`src/rtl/crp16_alu_pkg.sv`:
```
// rtl/crp16_alu_pkg.sv - shared constants for the CRP16 ALU writeback stage
package crp16_alu_pkg;

  localparam int DATA_W = 16;

  localparam int FLAG_Z = 3;
  localparam int FLAG_N = 2;
  localparam int FLAG_C = 1;
  localparam int FLAG_V = 0;

  typedef enum logic [2:0] {
    COND_AL = 3'd0,
    COND_EQ = 3'd1,
    COND_NE = 3'd2,
    COND_CS = 3'd3,
    COND_CC = 3'd4,
    COND_MI = 3'd5,
    COND_GE = 3'd6,
    COND_LT = 3'd7
  } cond_e;

  function automatic int entry_width(input int dest_w);
    return DATA_W + dest_w;
  endfunction

  // COND_AL reads as "never" here: code 0 yields a false condition.
  function automatic logic eval_cond(input logic [2:0] cond, input logic [3:0] f);
    logic res;
    res = 1'b0;
    case (cond)
      COND_AL: res = 1'b0;
      COND_EQ: res = f[FLAG_Z];
      COND_NE: res = ~f[FLAG_Z];
      COND_CS: res = f[FLAG_C];
      COND_CC: res = ~f[FLAG_C];
      COND_MI: res = f[FLAG_N];
      COND_GE: res = (f[FLAG_N] == f[FLAG_V]);
      COND_LT: res = (f[FLAG_N] != f[FLAG_V]);
      default: res = 1'b0;
    endcase
    return res;
  endfunction

endpackage

```
`src/rtl/crp16_alu_skid.sv`:
```
// rtl/crp16_alu_skid.sv - generic 2-entry in-order valid/ready buffer
module crp16_alu_skid #(
  parameter int WIDTH = 19
) (
  input  logic             clk,
  input  logic             reset_n,
  input  logic             in_valid,
  output logic             in_ready,
  input  logic [WIDTH-1:0] in_data,
  output logic             out_valid,
  input  logic             out_ready,
  output logic [WIDTH-1:0] out_data
);

  logic [1:0]       r_count;
  logic [WIDTH-1:0] r_head;
  logic [WIDTH-1:0] r_tail;
  logic             w_push;
  logic             w_pop;

  // in_ready depends only on stored count (and reset), never on out_ready.
  assign in_ready  = reset_n & (r_count != 2'd2);
  assign out_valid = (r_count != 2'd0);
  assign out_data  = out_valid ? r_head : '0;

  assign w_push = in_valid & in_ready;
  assign w_pop  = out_valid & out_ready;

  always_ff @(posedge clk or negedge reset_n) begin
    if (!reset_n) begin
      r_count <= 2'd0;
      r_head  <= '0;
      r_tail  <= '0;
    end else if (w_push && w_pop) begin
      // only reachable at count 1: the new entry replaces the departing head
      r_head <= in_data;
    end else if (w_push) begin
      if (r_count == 2'd0) begin
        r_head <= in_data;
      end else begin
        r_tail <= in_data;
      end
      r_count <= r_count + 2'd1;
    end else if (w_pop) begin
      if (r_count == 2'd2) begin
        r_head <= r_tail;
      end
      r_count <= r_count - 2'd1;
    end
  end

endmodule

```
`src/rtl/crp16_alu_wb.sv`:
```
// rtl/crp16_alu_wb.sv - ALU result writeback buffer and flags; CRP16_ALU_COND_EN adds condition evaluation
module crp16_alu_wb
  import crp16_alu_pkg::*;
#(
  parameter int DEST_W = 3
) (
  input  logic              clk,
  input  logic              reset_n,
  input  logic              in_valid,
  output logic              in_ready,
  input  logic [15:0]       r,
  input  logic              c_out,
  input  logic              v,
  input  logic [DEST_W-1:0] dest,
  input  logic              set_flags,
  output logic              out_valid,
  input  logic              out_ready,
  output logic [15:0]       out_data,
  output logic [DEST_W-1:0] out_dest,
  output logic [3:0]        flags
`ifdef CRP16_ALU_COND_EN
  ,
  input  logic [2:0]        cond,
  output logic              cond_true
`endif
);

  localparam int ENTRY_W = entry_width(DEST_W);

  logic [ENTRY_W-1:0] w_in_entry;
  logic [ENTRY_W-1:0] w_out_entry;
  logic               w_in_ready;
  logic               w_accept;
  logic [3:0]         r_flags;

  assign w_in_entry = {r, dest};
  assign w_accept   = in_valid & w_in_ready;
  assign in_ready   = w_in_ready;

  crp16_alu_skid #(
    .WIDTH(ENTRY_W)
  ) u_skid (
    .clk       (clk),
    .reset_n   (reset_n),
    .in_valid  (in_valid),
    .in_ready  (w_in_ready),
    .in_data   (w_in_entry),
    .out_valid (out_valid),
    .out_ready (out_ready),
    .out_data  (w_out_entry)
  );

  assign out_data = w_out_entry[ENTRY_W-1:DEST_W];
  assign out_dest = w_out_entry[DEST_W-1:0];

  // Flags follow acceptance, not writeback, so they are current for the next op.
  always_ff @(posedge clk or negedge reset_n) begin
    if (!reset_n) begin
      r_flags <= 4'b0000;
    end else if (w_accept && set_flags) begin
      r_flags[FLAG_Z] <= (r == 16'h0000);
      r_flags[FLAG_N] <= r[15];
      r_flags[FLAG_C] <= c_out;
      r_flags[FLAG_V] <= v;
    end
  end

  assign flags = r_flags;

`ifdef CRP16_ALU_COND_EN
  assign cond_true = reset_n & eval_cond(cond, r_flags);
`endif

endmodule

```
`config.mk`:
```
export PLATFORM = sky130hd
export DESIGN_NAME = crp16_alu_wb
export DESIGN_NICKNAME = d
export VERILOG_FILES = /design/src/rtl/crp16_alu_pkg.sv /design/src/rtl/crp16_alu_skid.sv /design/src/rtl/crp16_alu_wb.sv
export SDC_FILE = /design/constraint.sdc
export NUM_CORES = 1
export LEC_CHECK = 0
export CAP_MARGIN = 20
export CORE_MARGIN = 2
export CORE_UTILIZATION = 54
export CTS_BUF_LIST = sky130_fd_sc_hd__clkbuf_16
export CTS_CLUSTER_DIAMETER = 80
export DETAILED_ROUTE_END_ITERATION = 6
export GPL_ROUTABILITY_DRIVEN = 0
export MAX_ROUTING_LAYER = met4
export PLACE_DENSITY = 0.86
export SLEW_MARGIN = 20
export SYNTH_ARGS = -nofsm -noshare
export SYNTH_HDL_FRONTEND = slang
export SYNTH_SLANG_ARGS = --single-unit
```
`constraint.sdc`:
```
create_clock -name clk -period 7.68 [get_ports clk]
set_clock_uncertainty 0.2 [all_clocks]
set_input_delay 1.92 -clock clk [delete_from_list [all_inputs] [get_ports clk]]
set_output_delay 1.92 -clock clk [all_outputs]
set_load 0.02 [all_outputs]
```
* Word-level counts from Yosys, hierarchy flattened
Index checks and enable logic that the tools add are counted.
** Storage, ports and cells
- Flip-flop bits (word level) :: 44
- Latch bits :: 0
- Bits in writable memories :: 0
- Bits in read-only memories :: 0
- Input port bits :: 26
- Word-level logic and storage cells :: 33
- Memories kept :: 0
** Operators by class
- Add/subtract/negate cells :: 2
- Multipliers :: 0
- Divide/modulo/power cells :: 0
- $lt $le $gt $ge :: 0
- Equality and inequality tests :: 3
- Shift-type cells :: 0
- Multiplexer cells :: 8
- Bitwise logic cells :: 5
- Reductions and logical operators :: 11
** Operators by type and width (number)
- $mux 19 :: 6
- $logic_not 16->1 :: 1
- $reduce_and 3->1 :: 2
- $reduce_bool 3->1 :: 2
- $mux 2 :: 2
- $reduce_bool 2->1 :: 2
- $and 1x1->1 :: 3
- $ne 3x3->1 const B :: 1
- $add 2x1->2 const B :: 1
- $eq 2x2->1 const B :: 1
- $logic_and 1x1->1 :: 2
- $logic_not 2->1 :: 1
- $ne 2x2->1 const B :: 1
- $not 1->1 :: 2
- $reduce_and 2->1 :: 1
- $sub 2x1->2 const B :: 1

* Depth between registers and ports, before layout
Gate-level depths: netlist of run 1.
- Depth after elaboration :: 6
- Gate-level depth with buffers :: 9

* Cells and area by module
Synthesis of run 1 repeated with hierarchy kept, for this count alone.
** Second synthesis, totals
- Cells, all modules :: 217
- Area total of the unflattened synthesis :: 2378.5 µm²
** By module, submodules not included
- crp16_alu_skid :: times used 1, cells an instance 202, area an instance 2169.6 µm²
- crp16_alu_wb :: times used 1, cells an instance 15, area an instance 209.0 µm²

* Least setup slack after synthesis of run 1
Ideal clock, no wire load.
- Path type :: input port to output port
- From :: in reset_n
- To :: out in_ready
- Arrival time :: 2130 ps
- Data required time :: 5560 ps
- Path slack :: 3430 ps
- Stages :: 1
- Path through :: and2_1
** On the way
- Longest elaborated chain between the ends :: 1
** RTL lines
- start: declaration :: line crp16_alu_wb.sv:8 : input logic reset_n,
- $and 1x1->1 :: line crp16_alu_skid.sv:22 : assign in_ready = reset_n & (r_count != 2'd2);
- end: declaration :: line crp16_alu_wb.sv:10 : output logic in_ready,
Every way passes these cells.

* Final worst setup path of run 1
Same ends and word-level chain as after synthesis.

==> results of run 1 <==
-- Yosys cell counts (2+ instances only) --
cell and n:
a31oi_1 19, and2_1 2, buf_2 4, buf_6 2, clkbuf_1 13, dfrtp_1 44
inv_1 2, mux2_2 12, mux2_4 10, nand3_1 20, nor2_1 2, nor2b_1 22
nor4_1 23, o21ai_0 20
-- logic make-up (layout without fill, tap and decap cells) --
group / count (synthesis) / count (layout)
AOI/OAI and AO/OA: 41 / 41
buffers and inverters: 24 / 63
xor gates and xnor gates: 1 / 1
adders and majority gates: 1 / 1
DFF: 44 / 44
and+or+nand+nor: 77 / 77
muxes: 23 / 23
-- cell type report --
class,count,area (um^2)
clock buffers,5,125
clock inverters,3,38.8
fillers,281,1130
inverters,3,11.3
multi-input cells,143,1020
flip-flops and latches,44,1100
well taps,50,62.6
repair buffers,52,510
-- routing by layer --
layer	track usage, %	routed length [um]	vias to the layer above
met5	-	0	-
met4	9.25	96	0
met3	5.92	341	10
met2	38.6	2530	74
met1	34.4	2220	892
li1	-	-	857
-- state kept, by name, indices dropped and copies added (netlist names) --
signal / cells
u_skid.r_count: 2
flags: 4
u_skid.r_head: 19
u_skid.r_tail: 19
-- stage by stage --
step	hold slack [ps]	util, %	area, um^2
detailed placement	290	67.6	2700
global route	325	71.8	2870
global placement	281	67.5	2700
finish	307	71.8	2870
floorplan	273	-	2240
CTS	304	71.7	2870
-- worst max-delay path: cells and delay by family --
| family | cells | cell delay [ps] |
|---|---|---|
| buf+inv | 3 | 1130 |
| simple gates | 1 | 210 |
-- cells in the final DEF (no fill, tap or decap), drive strengths merged, types with 2 or more instances in the layout --
cell,n
o21ai,20
buf,3
inv,4
nand3,20
and2,2
nor2,2
nor2b,22
dfrtp,44
clkdlybuf4s50,49
or3,2
mux2,22
nor4,23
a31oi,19
clkbuf,5
-- how the worst max path moves through the flow --
stage	cells after the start	from	slack, ps	endpoint
finish	4	reset_n	2280	in_ready
global route	4	reset_n	2150	in_ready
CTS	4	reset_n	2250	in_ready
detailed placement	4	reset_n	2250	in_ready
global placement	4	reset_n	2250	in_ready
floorplan	1	reset_n	3430	in_ready
-- power by group through the flow --
stage | logic (mW) | registers (mW) | clock network, mW
floorplan | 0.407 | 0.398 | 0
global placement | 0.602 | 0.410 | 0
detailed placement | 0.613 | 0.419 | 0
CTS | 0.618 | 0.416 | 0.235
global route | 0.669 | 0.432 | 0.245
finish | 0.615 | 0.418 | 0.234
==> impl_metrics.py, run 1 <==
metrics = {
    "worst_hold_path": {
        "hold_class": "reg2reg",
        "hold_depth": 1,
        "worstHoldStart": "u_skid.r_tail[9]",
        "holdPathEnd": "u_skid.r_tail[9]",
    },
    "synthesis": {
        "async_flop_share_pct": 100,
        "synth_top_family_by_area": "simple AND/OR/NAND/NOR gates",
        "synth_warnings": 0,
        "synth.area.top_cells": "dfrtp_1 (49%), mux2_4 (6.7%), nor4_1 (6.4%), nor2b_1 (6.2%), mux2_2 (6.0%)",
        "synth_xor_area_share_pct": 0.392,
        "seq_area_frac_synth_pct": 49.2,
        "synth_nets": 238,
        "yosys.area_share.adder_pct": 0.560,
        "synthMuxAreaShare_pct": 13.2,
        "synth_top_area_share_pct": 49.2,
        "syn-instance-count": 211,
        "synth_area_mm2": 0.00224,
        "synth_area_leader_cell": "dfrtp_1",
        "synth_edf_count": 0,
        "synthSimpleGateAreaFrac_pct": 20.6,
        "synth_compound_area_share_pct": 10.4,
        "yosys.cell_types.count": 30,
        "syn_area_per_cell_um2": 10.6,
        "yosys_register_bits": 44,
        "synth_ff_type": "dfrtp_1",
    },
    "power": {
        "p_int_uw": 810,
        "finalPower_mw": 1.27,
        "power_leakage_nw": 1.16,
        "peakVddDrop_v": 0.000239,
        "p_per_area_mw_per_mm2": 441,
        "share_seq_of_total_power_pct": 33.0,
        "p_sw_share_pct": 36.0,
        "pwr-share-clk_pct": 18.4,
        "power.switching_uw": 457,
        "p_comb_share_pct": 48.6,
    },
    "setup_path": {
        "reg2reg_depth": 5,
        "r2r_end": "u_skid.r_tail[0]",
        "path_class": "in2out",
        "critPathMaxStageDelay_ps": 600,
        "crit_required_ps": 5560,
        "worstPathCellList": "buf_2, buf_4, and2_1, clkdlybuf4s50_1",
        "slowest_stage": "clkdlybuf4s50_1",
        "critPathLaunchType": "input port",
        "end_kind": "primary output",
        "cp_data_arrival_time_ps": 3280,
        "r2r_slack_ps": 4980,
        "path_max_fanout": 49,
        "r2r_start": "u_skid.r_count[0]",
    },
    "timing": {
        "setup_ws_ps": 2280,
        "setup_viol": 0,
        "hold_viol_final": 0,
        "maxSlewHeadroom_pct": 45.9,
        "fmax_ghz": 0.185,
        "tightest_slew_ps": 811,
        "post-route-min-period_ps": 5400,
        "grt_setup_unrepaired": "no",
        "period_share_pct": 70.3,
        "finalMaxSlewViolations": 0,
        "tns_ps": 0,
    },
    "clocking": {
        "clockRootBuffer": "clkbuf_16",
        "numCtsBuffers": 5,
        "hold_buffers": 0,
        "cts_resized": 0,
        "post-cts-setup-buffers": 0,
        "clk_path_buf_depth": 2,
        "htreeDepth": 2,
        "clk-insertion-delay-late_ps": 280,
        "cts_tree": "built",
        "clock_sinks": 44,
        "path_clk_slew_ps": 60,
    },
    "grt": {
        "grt_pass1_wl_mm": 8.41,
        "grt_overflow": 0,
        "grt_max_degree": 50,
        "antenna_found_initial": 0,
        "grt_use_total_pct": 25.8,
        "grt_pass1_vias": 1709,
    },
    "final_layout": {
        "drive_above_1_share_pct": 14.8,
        "antenna_cells": 0,
        "area_growth_pct": 28.4,
        "nets": 276,
        "finalNonFillerCells": 300,
    },
    "drt": {
        "drtIter0Drc": 151,
        "antenna_left": 0,
        "first_pass_iters": 4,
        "drc": 0,
        "avgViaCountPerCell": 6.11,
        "num_vias": 1833,
        "wire_per_inst_um": 17.3,
        "drt_wl_total_mm": 5.18,
    },
    "die": {
        "die_w_um": 68.3,
        "dieArea_mm2": 0.00467,
        "rows": 23,
        "start_util_pct": 55.9,
        "coreArea_mm2": 0.00400,
        "die_y_um": 68.3,
        "io_pins": 51,
    },
    "placed_design": {
        "place_hpwl_mm": 3.39,
        "place_inst": 292,
        "pre_cts_slack_ps": 2250,
        "io_buffers": 50,
    },
    "status": {
        "outcome": "complete, no violations",
    },
    "flow_run": {
        "maxCapViolCount": 0,
    },
}
Note: power is estimated with default switching activity, not from simulation.
==> run 2: changes to the inputs <==
--- a/config.mk
+++ b/config.mk
@@ -7,13 +7,13 @@
 export LEC_CHECK = 0
 export CAP_MARGIN = 20
 export CORE_MARGIN = 2
-export CORE_UTILIZATION = 54
+export CORE_UTILIZATION = 45
 export CTS_BUF_LIST = sky130_fd_sc_hd__clkbuf_16
 export CTS_CLUSTER_DIAMETER = 80
 export DETAILED_ROUTE_END_ITERATION = 6
 export GPL_ROUTABILITY_DRIVEN = 0
 export MAX_ROUTING_LAYER = met4
-export PLACE_DENSITY = 0.86
+export PLACE_DENSITY = 0.77
 export SLEW_MARGIN = 20
 export SYNTH_ARGS = -nofsm -noshare
 export SYNTH_HDL_FRONTEND = slang
==> constraint.sdc (replaced) <==
create_clock -name clk -period 4.53 [get_ports clk]
set_clock_uncertainty 0.2 [all_clocks]
set_input_delay 1.1325 -clock clk [delete_from_list [all_inputs] [get_ports clk]]
set_output_delay 1.1325 -clock clk [all_outputs]
set_load 0.02 [all_outputs]
==> impl_metrics.py, run 2 (same netlist as run 1, synthesis figures left out) <==
metrics = {
    "grt": {
        "grt_overflow": 0,
        "grt_use_total_pct": 22.6,
        "grt_pass1_wl_mm": 9.14,
        "grt_max_degree": 39,
        "grt_pass1_vias": 1850,
        "antenna_found_initial": 0,
    },
    "final_layout": {
        "area_growth_pct": 31.6,
        "final_common_cell": "clkdlybuf4s50_1",
        "nets": 283,
        "filler_cell_count": 385,
        "drive_above_1_share_pct": 16.7,
        "finish.utilization_pct": 61.9,
        "final_cell_mix": "clkdlybuf4s50_1 (49), dfrtp_1 (44), nor4_1 (23)",
        "antenna_cells": 0,
    },
    "drt": {
        "wire_per_inst_um": 17.2,
        "avgViaCountPerCell": 5.67,
        "first_pass_iters": 4,
        "drtIter0Drc": 193,
        "drt_wl_total_mm": 5.58,
        "num_vias": 1836,
        "antenna_left": 0,
        "drc": 0,
    },
    "die": {
        "io_pins": 51,
        "dieArea_mm2": 0.00555,
        "die_w_um": 74.5,
        "coreArea_mm2": 0.00475,
        "rows": 25,
        "start_util_pct": 47.0,
        "die_y_um": 74.5,
    },
    "power": {
        "p_int_mw": 1.39,
        "power.switching_uw": 791,
        "power_leakage_nw": 1.19,
        "p_comb_share_pct": 49.0,
        "p_per_area_mw_per_mm2": 742,
        "pwr-share-clk_pct": 18.6,
        "share_seq_of_total_power_pct": 32.4,
        "p_sw_share_pct": 36.2,
        "peakVddDrop_v": 0.000320,
    },
    "clocking": {
        "post-cts-setup-buffers": 0,
        "cts_resized": 0,
        "hold_buffers": 0,
        "path_clk_slew_ps": 60,
        "cts_tree": "built",
        "clock_sinks": 44,
        "numCtsBuffers": 5,
        "clk-insertion-delay-late_ps": 280,
        "htreeDepth": 2,
        "clockRootBuffer": "clkbuf_16",
        "clk_path_buf_depth": 2,
    },
    "setup_path": {
        "critPathMaxStageDelay_ps": 600,
        "end_kind": "primary output",
        "critPathLaunchType": "input port",
        "cp_data_arrival_time_ps": 2140,
        "path_class": "in2out",
        "slowest_stage": "clkdlybuf4s50_1",
        "worstPathCellList": "buf_2, and2_1, clkdlybuf4s50_1",
        "crit_required_ps": 3200,
        "path_max_fanout": 12,
    },
    "placed_design": {
        "io_buffers": 50,
        "place_hpwl_mm": 3.62,
    },
    "timing": {
        "fmax_ghz": 0.288,
        "maxSlewHeadroom_pct": 55.4,
        "post-route-min-period_ps": 3470,
        "period_share_pct": 76.7,
        "worst_hold_slack_ps": 305,
        "tightest_slew_ps": 668,
        "grt_setup_unrepaired": "no",
        "setup_viol": 0,
        "tns_ps": 0,
        "hold_viol_final": 0,
        "finalMaxSlewViolations": 0,
    },
    "status": {
        "outcome": "complete, no violations",
    },
    "worst_hold_path": {
        "hold_class": "reg2reg",
    },
    "flow_run": {
        "maxCapViolCount": 0,
    },
}
[run 2: path summary, 6_finish.rpt]
check	slack, ps	to	cells past startpoint	start
worst max-delay path	1060	in_ready	3	reset_n
worst min-delay path	310	u_skid.r_tail[12]	1	u_skid.r_tail[12]
worst max register to register	2190	u_skid.r_tail[2]	6	u_skid.r_count[0]
worst min register to register	310	u_skid.r_tail[12]	1	u_skid.r_tail[12]
max in group asynchronous	2850	u_skid.r_head[6]	2	reset_n
min in group asynchronous	510	u_skid.r_count[0]	1	reset_n
[run 2: power groups by stage]
stage	Sequential (mW)	Clock, mW	Combinational, mW
4_1_cts	0.703	0.409	1.08
6_report	0.708	0.406	1.07
3_5_place_dp	0.704	0	1.07
2_1_floorplan	0.675	0	0.690
5_1_grt	0.726	0.426	1.15
3_3_place_gp	0.696	0	1.05
[run 2: worst max-delay path: cells and delay by family]
family,cells,cell delay [ps]
and+or+nand+nor,1,170
buffers and inverters,2,840
[run 2: routing by layer]
metal	GRT usage (%)	part of all wire, %
met1	28.6	42
met4	7.54	1.7
met5	-	0
met3	5.15	5.1
met2	36.0	51
[run 2: cell type report]
cell class,count,area (um^2),area share (%)
clock buffers,5,125,4.25
repair buffers,59,563,19.1
flip-flops and latches,44,1100,37.4
well taps,67,83.8,2.85
inverters,3,11.3,0.383
clock inverters,3,42.5,1.45
multi-input cells,143,1020,34.5
[run 2: per-stage QoR]
step,power [mW],instances,cell area [um^2],setup slack [ps]
after global placement,1.74,316,2780,1040
after detailed placement,1.78,316,2780,1030
final,2.18,324,2940,1060
after global routing,2.31,324,2940,990
after floorplan,1.37,211,2240,1580
after CTS,2.19,324,2940,1030
==> run 3: changes to the inputs <==
--- a/config.mk
+++ b/config.mk
@@ -7,13 +7,13 @@
 export LEC_CHECK = 0
 export CAP_MARGIN = 20
 export CORE_MARGIN = 2
-export CORE_UTILIZATION = 45
+export CORE_UTILIZATION = 50
 export CTS_BUF_LIST = sky130_fd_sc_hd__clkbuf_16
 export CTS_CLUSTER_DIAMETER = 80
 export DETAILED_ROUTE_END_ITERATION = 6
 export GPL_ROUTABILITY_DRIVEN = 0
 export MAX_ROUTING_LAYER = met4
-export PLACE_DENSITY = 0.77
+export PLACE_DENSITY = 0.81
 export SLEW_MARGIN = 20
 export SYNTH_ARGS = -nofsm -noshare
 export SYNTH_HDL_FRONTEND = slang
==> constraint.sdc (replaced) <==
create_clock -name clk -period 3.4 [get_ports clk]
set_clock_uncertainty 0.2 [all_clocks]
set_input_delay 0.85 -clock clk [delete_from_list [all_inputs] [get_ports clk]]
set_output_delay 0.85 -clock clk [all_outputs]
set_load 0.02 [all_outputs]
==> impl_metrics.py, run 3 (same netlist as run 1, synthesis figures left out) <==
metrics = {
    "status": {
        "outcome": "complete, no violations",
    },
    "grt": {
        "grt_overflow": 0,
        "grt_pass1_vias": 1844,
        "grt_pass1_wl_mm": 9.36,
        "grt_use_total_pct": 24.8,
        "grt_max_degree": 33,
        "antenna_found_initial": 0,
    },
    "timing": {
        "period_share_pct": 86.5,
        "finalMaxSlewViolations": 0,
        "setup_viol": 0,
        "maxSlewHeadroom_pct": 73.3,
        "grt_setup_unrepaired": "no",
        "tns_ps": 0,
        "setup_ws_ps": 459,
        "post-route-min-period_ps": 2940,
        "hold_viol_final": 0,
        "fmax_ghz": 0.340,
        "tightest_slew_ps": 401,
    },
    "final_layout": {
        "final_common_cell": "clkdlybuf4s50_1",
        "nets": 285,
        "finish.utilization_pct": 67.3,
        "drive_above_1_share_pct": 17.0,
        "antenna_cells": 0,
        "area_growth_pct": 30.2,
        "finalNonFillerCells": 311,
        "final_cell_mix": "clkdlybuf4s50_1 (49), dfrtp_1 (44), nor4_1 (23)",
    },
    "clocking": {
        "clockRootBuffer": "clkbuf_16",
        "clk-insertion-delay-late_ps": 290,
        "cts_tree": "built",
        "path_clk_slew_ps": 60,
        "hold_buffers": 0,
        "post-cts-setup-buffers": 0,
        "clock_sinks": 44,
        "clk_path_buf_depth": 2,
        "cts_resized": 0,
        "numCtsBuffers": 5,
        "htreeDepth": 2,
    },
    "setup_path": {
        "path_depth": 4,
        "reg2reg_depth": 6,
        "critPathTopFamily": "buffers and inverters",
        "end_kind": "primary output",
        "crit_required_ps": 2350,
        "crit_buf_inv": 2,
        "r2r_slack_ps": 1030,
        "critPathMaxStageDelay_ps": 630,
        "path_max_fanout": 21,
        "path_class": "reg2out",
        "cp_data_arrival_time_ps": 1890,
        "worstPathCellList": "nor2_1, buf_4, nor2b_1, clkdlybuf4s50_1",
        "slowest_stage": "clkdlybuf4s50_1",
        "critPathLaunchType": "register",
    },
    "placed_design": {
        "place_hpwl_mm": 3.80,
        "place_inst": 303,
        "pre_cts_slack_ps": 536,
        "io_buffers": 50,
    },
    "die": {
        "io_pins": 51,
        "dieArea_mm2": 0.00502,
        "start_util_pct": 51.7,
        "rows": 24,
        "die_w_um": 70.9,
        "die_y_um": 70.9,
        "coreArea_mm2": 0.00432,
    },
    "worst_hold_path": {
        "hold_depth": 1,
        "hold_class": "reg2reg",
    },
    "power": {
        "peakVddDrop_v": 0.000406,
        "power_leakage_nw": 1.19,
        "p_per_area_mw_per_mm2": 976,
    },
    "drt": {
        "drtIter0Drc": 195,
        "first_pass_iters": 4,
        "avgViaCountPerCell": 6.01,
        "wire_per_inst_um": 18.1,
        "antenna_left": 0,
        "num_vias": 1870,
        "drt_wl_total_mm": 5.63,
        "drc": 0,
    },
    "flow_run": {
        "maxCapViolCount": 0,
    },
}
-- run 3: changes by cell type in the layout (fill, tap and decap cells not counted) --
cell	before	now
clkinv_2	1	2
clkinvlp_4	1	0
bufinv_16	1	0
buf_4	9	11
clkinv_1	0	1
-- run 3: cell type report --
cell class                 instances  area [um^2]
multi-input combinational        143         1020
clock inverter                     3         13.8
fill                             346         1410
inverter                           3         11.3
tap                               52         65.1
sequential                        44         1100
clock buffer                       5          125
timing repair buffer              61          578
-- run 3: report_power, final --
group	switching [mW]	internal [mW]
Clock	0.190	0.267
Combinational	0.704	0.732
Sequential	0.161	0.786
-- run 3: layer usage --
metal,vias up,track usage (%),share of wire (%)
met5,-,-,0
met4,0,7.55,1.4
met3,7,4.84,5.8
met2,73,37.2,49
met1,911,34.3,44
li1,879,-,-
-- run 3: worst paths after layout --
kind	to	startpoint
setup / recovery	out_data[10]	u_skid.r_count[0]
hold / removal	flags[1]	flags[1]
setup reg to reg	u_skid.r_tail[3]	u_skid.r_count[0]
hold reg to reg	flags[1]	flags[1]
max in group asynchronous	u_skid.r_head[11]	reset_n
min in group asynchronous	u_skid.r_tail[4]	reset_n
-- run 3: worst reg2reg max path, stage by stage (launching register included) --
cell and delay (ps):
dfrtp_1 490, nor2_1 140, buf_4 250, nor2b_1 100
ha_1 190, or3_4 520, mux2_4 350
-- run 3: per-stage QoR --
step / instance area, um^2 / power [mW] / hold WS, ps
global placement: 2770 / 2.33 / 281
global route: 2910 / 3.00 / 315
floorplan: 2240 / 1.82 / 273
finish: 2910 / 2.84 / 301
CTS: 2910 / 2.85 / 305
detailed placement: 2770 / 2.38 / 288
==> RTL edit 1: new RTL, config.mk and constraints of run 1 <==
`DEST_W`: 3 -> 6.
--- a/src/rtl/crp16_alu_wb.sv
+++ b/src/rtl/crp16_alu_wb.sv
@@ -2,7 +2,7 @@
 module crp16_alu_wb
   import crp16_alu_pkg::*;
 #(
-  parameter int DEST_W = 3
+  parameter int DEST_W = 6
 ) (
   input  logic              clk,
   input  logic              reset_n,
Interface: changed (resized dest and out_dest); port bits go from 51 to 57. No check against the original RTL was run, so the function may have changed too.
==> RTL edit 1 against run 1 <==
Synthesized cell count up 14%. Routed wire length up 23%. First-iteration DRC count increased by 67%. Global-route usage down 0.37 points. Setup slack improved by 0.49 ns. Critical path type unchanged. Sequential cell count grew 6. Cell area increased by 13%. Combinational power up 19%. Total power is 12% higher. Synthesized area is 15% higher.
==> RTL edit 1: results <==
[layout]
buffer_area_share_pct = 18.5
multi_input_area_share_pct = 36.3
multi_input_gates = 161
register_area_um2 = 1250
clock_area_share_pct = 4.34
n_all_buffers = 62
stdcell_count = 338
fillers = 339
layout-drive-gt1-share_pct = 12.7
fin_nets = 313
syn_to_final_growth_pct = 26.7

[routing]
met2_length_um = 3120
drt-met1-wl_um = 2600
dr_wl_met3_um = 420
vias = 2123
post_drt_wl_per_cell_um = 18.8
drt_iter0_drc = 252

[critical_path]
cp_top_family = "buffers and inverters"
cp.arrival_ns = 2.79
r2r_setup_slack_ns = 4.81
slowest_delay_ns = 0.63
critPathMaxFanout = 2
reg2reg_to = "u_skid.r_tail[15]"
reg2regPathDepth = 7
crit_start = "reset_n"

[logic_synthesis]
synthesis.instances = 241
ys_top_cells_by_area = "dfrtp_1, mux2_4, nor4_1"
synthTopCellsByCount = "dfrtp_1, nor4_1, nor2b_1"
yosysSeqAreaShare_pct = 48.7
synth_nets = 271
ys_types = 29

[place]
numPortBuffers = 56
place_area_um2 = 3110
dp_cells = 330
place_ws_ns = 2.77
dp_hpwl_um = 3980

[global_route]
grt_pass1_wl_um = 10000
track_usage_pct = 25.4
grt_use_met3_pct = 4.01
grt_max_degree = 55
antenna_found_initial = 0
use_met2_pct = 40.8
use_met1_pct = 31.8
grt_pass1_vias = 2049

[cts]
clk_latency_ns = 0.29
post_cts_buffers = 0
h-tree-depth = 2
cts_sinks = 50

[power_and_ir_drop]
peakVddDrop_uv = 227
switching_power_mw = 0.530
power.leakage_nw = 1.35

[sta]
hold_ws_ns = 0.288
relSlewSlack_pct = 33.7
fin_crit_ns = 4.91

[outcome]
status = "completed"

[worst_hold_path]
hold_path_end = "u_skid.r_tail[15]"
holdCritStartpoint = "u_skid.r_tail[15]"

[floorplanning]
taps = 54
## RTL edit 1: cell count changes after synthesis, sizes merged
cell and change:
clkbuf +6, dfrtp +6, a31oi +3, mux2 +3
nand3 +3, nor2b +3, nor4 +3, o21ai +3
## RTL edit 1: logic make-up after synthesis
| logic type | synth area share (%) |
|---|---|
| xor gates and xnor gates | 0.341 |
| AOI/OAI and AO/OA | 10.4 |
| adders and majority gates | 0.487 |
| buffers and inverters | 5.84 |
| DFF | 48.7 |
| muxes | 14.3 |
| and+or+nand+nor | 20.0 |
## RTL edit 1: power groups by stage
stage          Combinational (mW)  Sequential, mW  Clock [mW]
2_1_floorplan               0.478           0.453           0
3_3_place_gp                0.715           0.465           0
3_5_place_dp                0.731           0.474           0
5_1_grt                     0.788           0.486       0.224
4_1_cts                     0.735           0.471       0.213
6_report                    0.733           0.473       0.212
==> RTL edit 2: new RTL, flow settings as in run 1 <==
Without the edit above. Register the output `flags` once more, cleared by the reset; this adds one clock of latency there. The other outputs are not delayed to match.
--- a/src/rtl/crp16_alu_wb.sv
+++ b/src/rtl/crp16_alu_wb.sv
@@ -65,7 +65,13 @@
     end
   end
 
-  assign flags = r_flags;
+  always_ff @(posedge clk or negedge reset_n) begin
+    if (!reset_n) begin
+      flags <= '0;
+    end else begin
+      flags <= r_flags;
+    end
+  end
 
 `ifdef CRP16_ALU_COND_EN
   assign cond_true = reset_n & eval_cond(cond, r_flags);
Formal check against the unedited RTL: not equivalent (Yosys sat finds a counterexample within 4 cycles, from zero or initial values and one cycle with reset_n low).
==> RTL edit 2 against run 1 <==
Synthesized area increased by 4.5%. Cell area increased by 2.8%. Sequential cell count increased by 4. Worst hold slack got worse by 0.14 ns. Setup slack got worse by 0.033 ns. Total power increased by 1.0%. Routed wire length increased by 5.9%. Sequential share of layout area increased by 2.3 points. Critical path type unchanged. Highest routed layer unchanged.
==> RTL edit 2: results <==
[worst_hold_path]
holdCritStartpoint = "r_flags[1]"
hold_path_end = "flags[1]"
min_path_cells = 0

[routing]
drt-met1-wl_um = 2220
viasPerCell = 6.29
drt_iter0_drc = 201
met2_length_um = 2750
post_drt_wl_per_cell_um = 18.0
dr_wl_met3_um = 387

[place]
dp_hpwl_um = 3430
place_area_um2 = 2810
place_ws_ns = 2.21
dp_cells = 297

[layout]
layout-drive-gt1-share_pct = 14.1
fin_nets = 281

[power_and_ir_drop]
power.leakage_nw = 1.20
intPower_mw = 0.808
peakVddDrop_uv = 255

[global_route]
use_met1_pct = 31.4
use_met2_pct = 37.9
grt_pass1_vias = 1845
grt_pass1_wl_um = 9020
grt_max_degree = 54
track_usage_pct = 24.2

[cts]
clkSlewWorstSetupHoldPaths_ns = 0.06

[logic_synthesis]
synth_fa_ha_area_share_pct = 0.536
synth_xor_area_share_pct = 0.375
synthTopCellsByCount = "dfrtp_1, nor4_1, nor2b_1"
ys_top_cells_by_area = "dfrtp_1, mux2_4, nor4_1"
synth_compound_gate_area_share_pct = 9.96
synthMuxAreaShare_pct = 12.6
synth_nets = 242
syn-mean-instance-area_um2 = 10.9

[critical_path]
cp.arrival_ns = 3.31
r2r_setup_slack_ns = 5.01
reg2reg_to = "u_skid.r_tail[11]"
cp_top_family = "buffers and inverters"
r2r_start = "u_skid.r_count[1]"

[outcome]
status = "completed"

[sta]
hold_ws_ns = 0.170
[RTL edit 2: layout make-up]
class,count,area (um^2)
Inverter,3,11.3
Timing Repair Buffer,53,518
Multi-Input combinational cell,143,1020
Clock inverter,3,15.0
Clock buffer,5,125
Tap cell,50,62.6
Sequential cell,48,1200
Fill cell,305,1130
[RTL edit 2: power by group through the flow]
stage | registers [mW] | logic (mW) | clock network (mW)
final | 0.447 | 0.624 | 0.208
after global routing | 0.461 | 0.672 | 0.219
after CTS | 0.446 | 0.625 | 0.209
after detailed placement | 0.446 | 0.619 | 0
after global placement | 0.439 | 0.606 | 0
after floorplan | 0.428 | 0.407 | 0
[RTL edit 2: worst register-to-register path, stage by stage, from the launching register on]
cell	delay, ns
dfrtp_1	0.46
nor2b_2	0.66
nor2_1	0.13
ha_1	0.23
or3_4	0.52
mux2_4	0.35
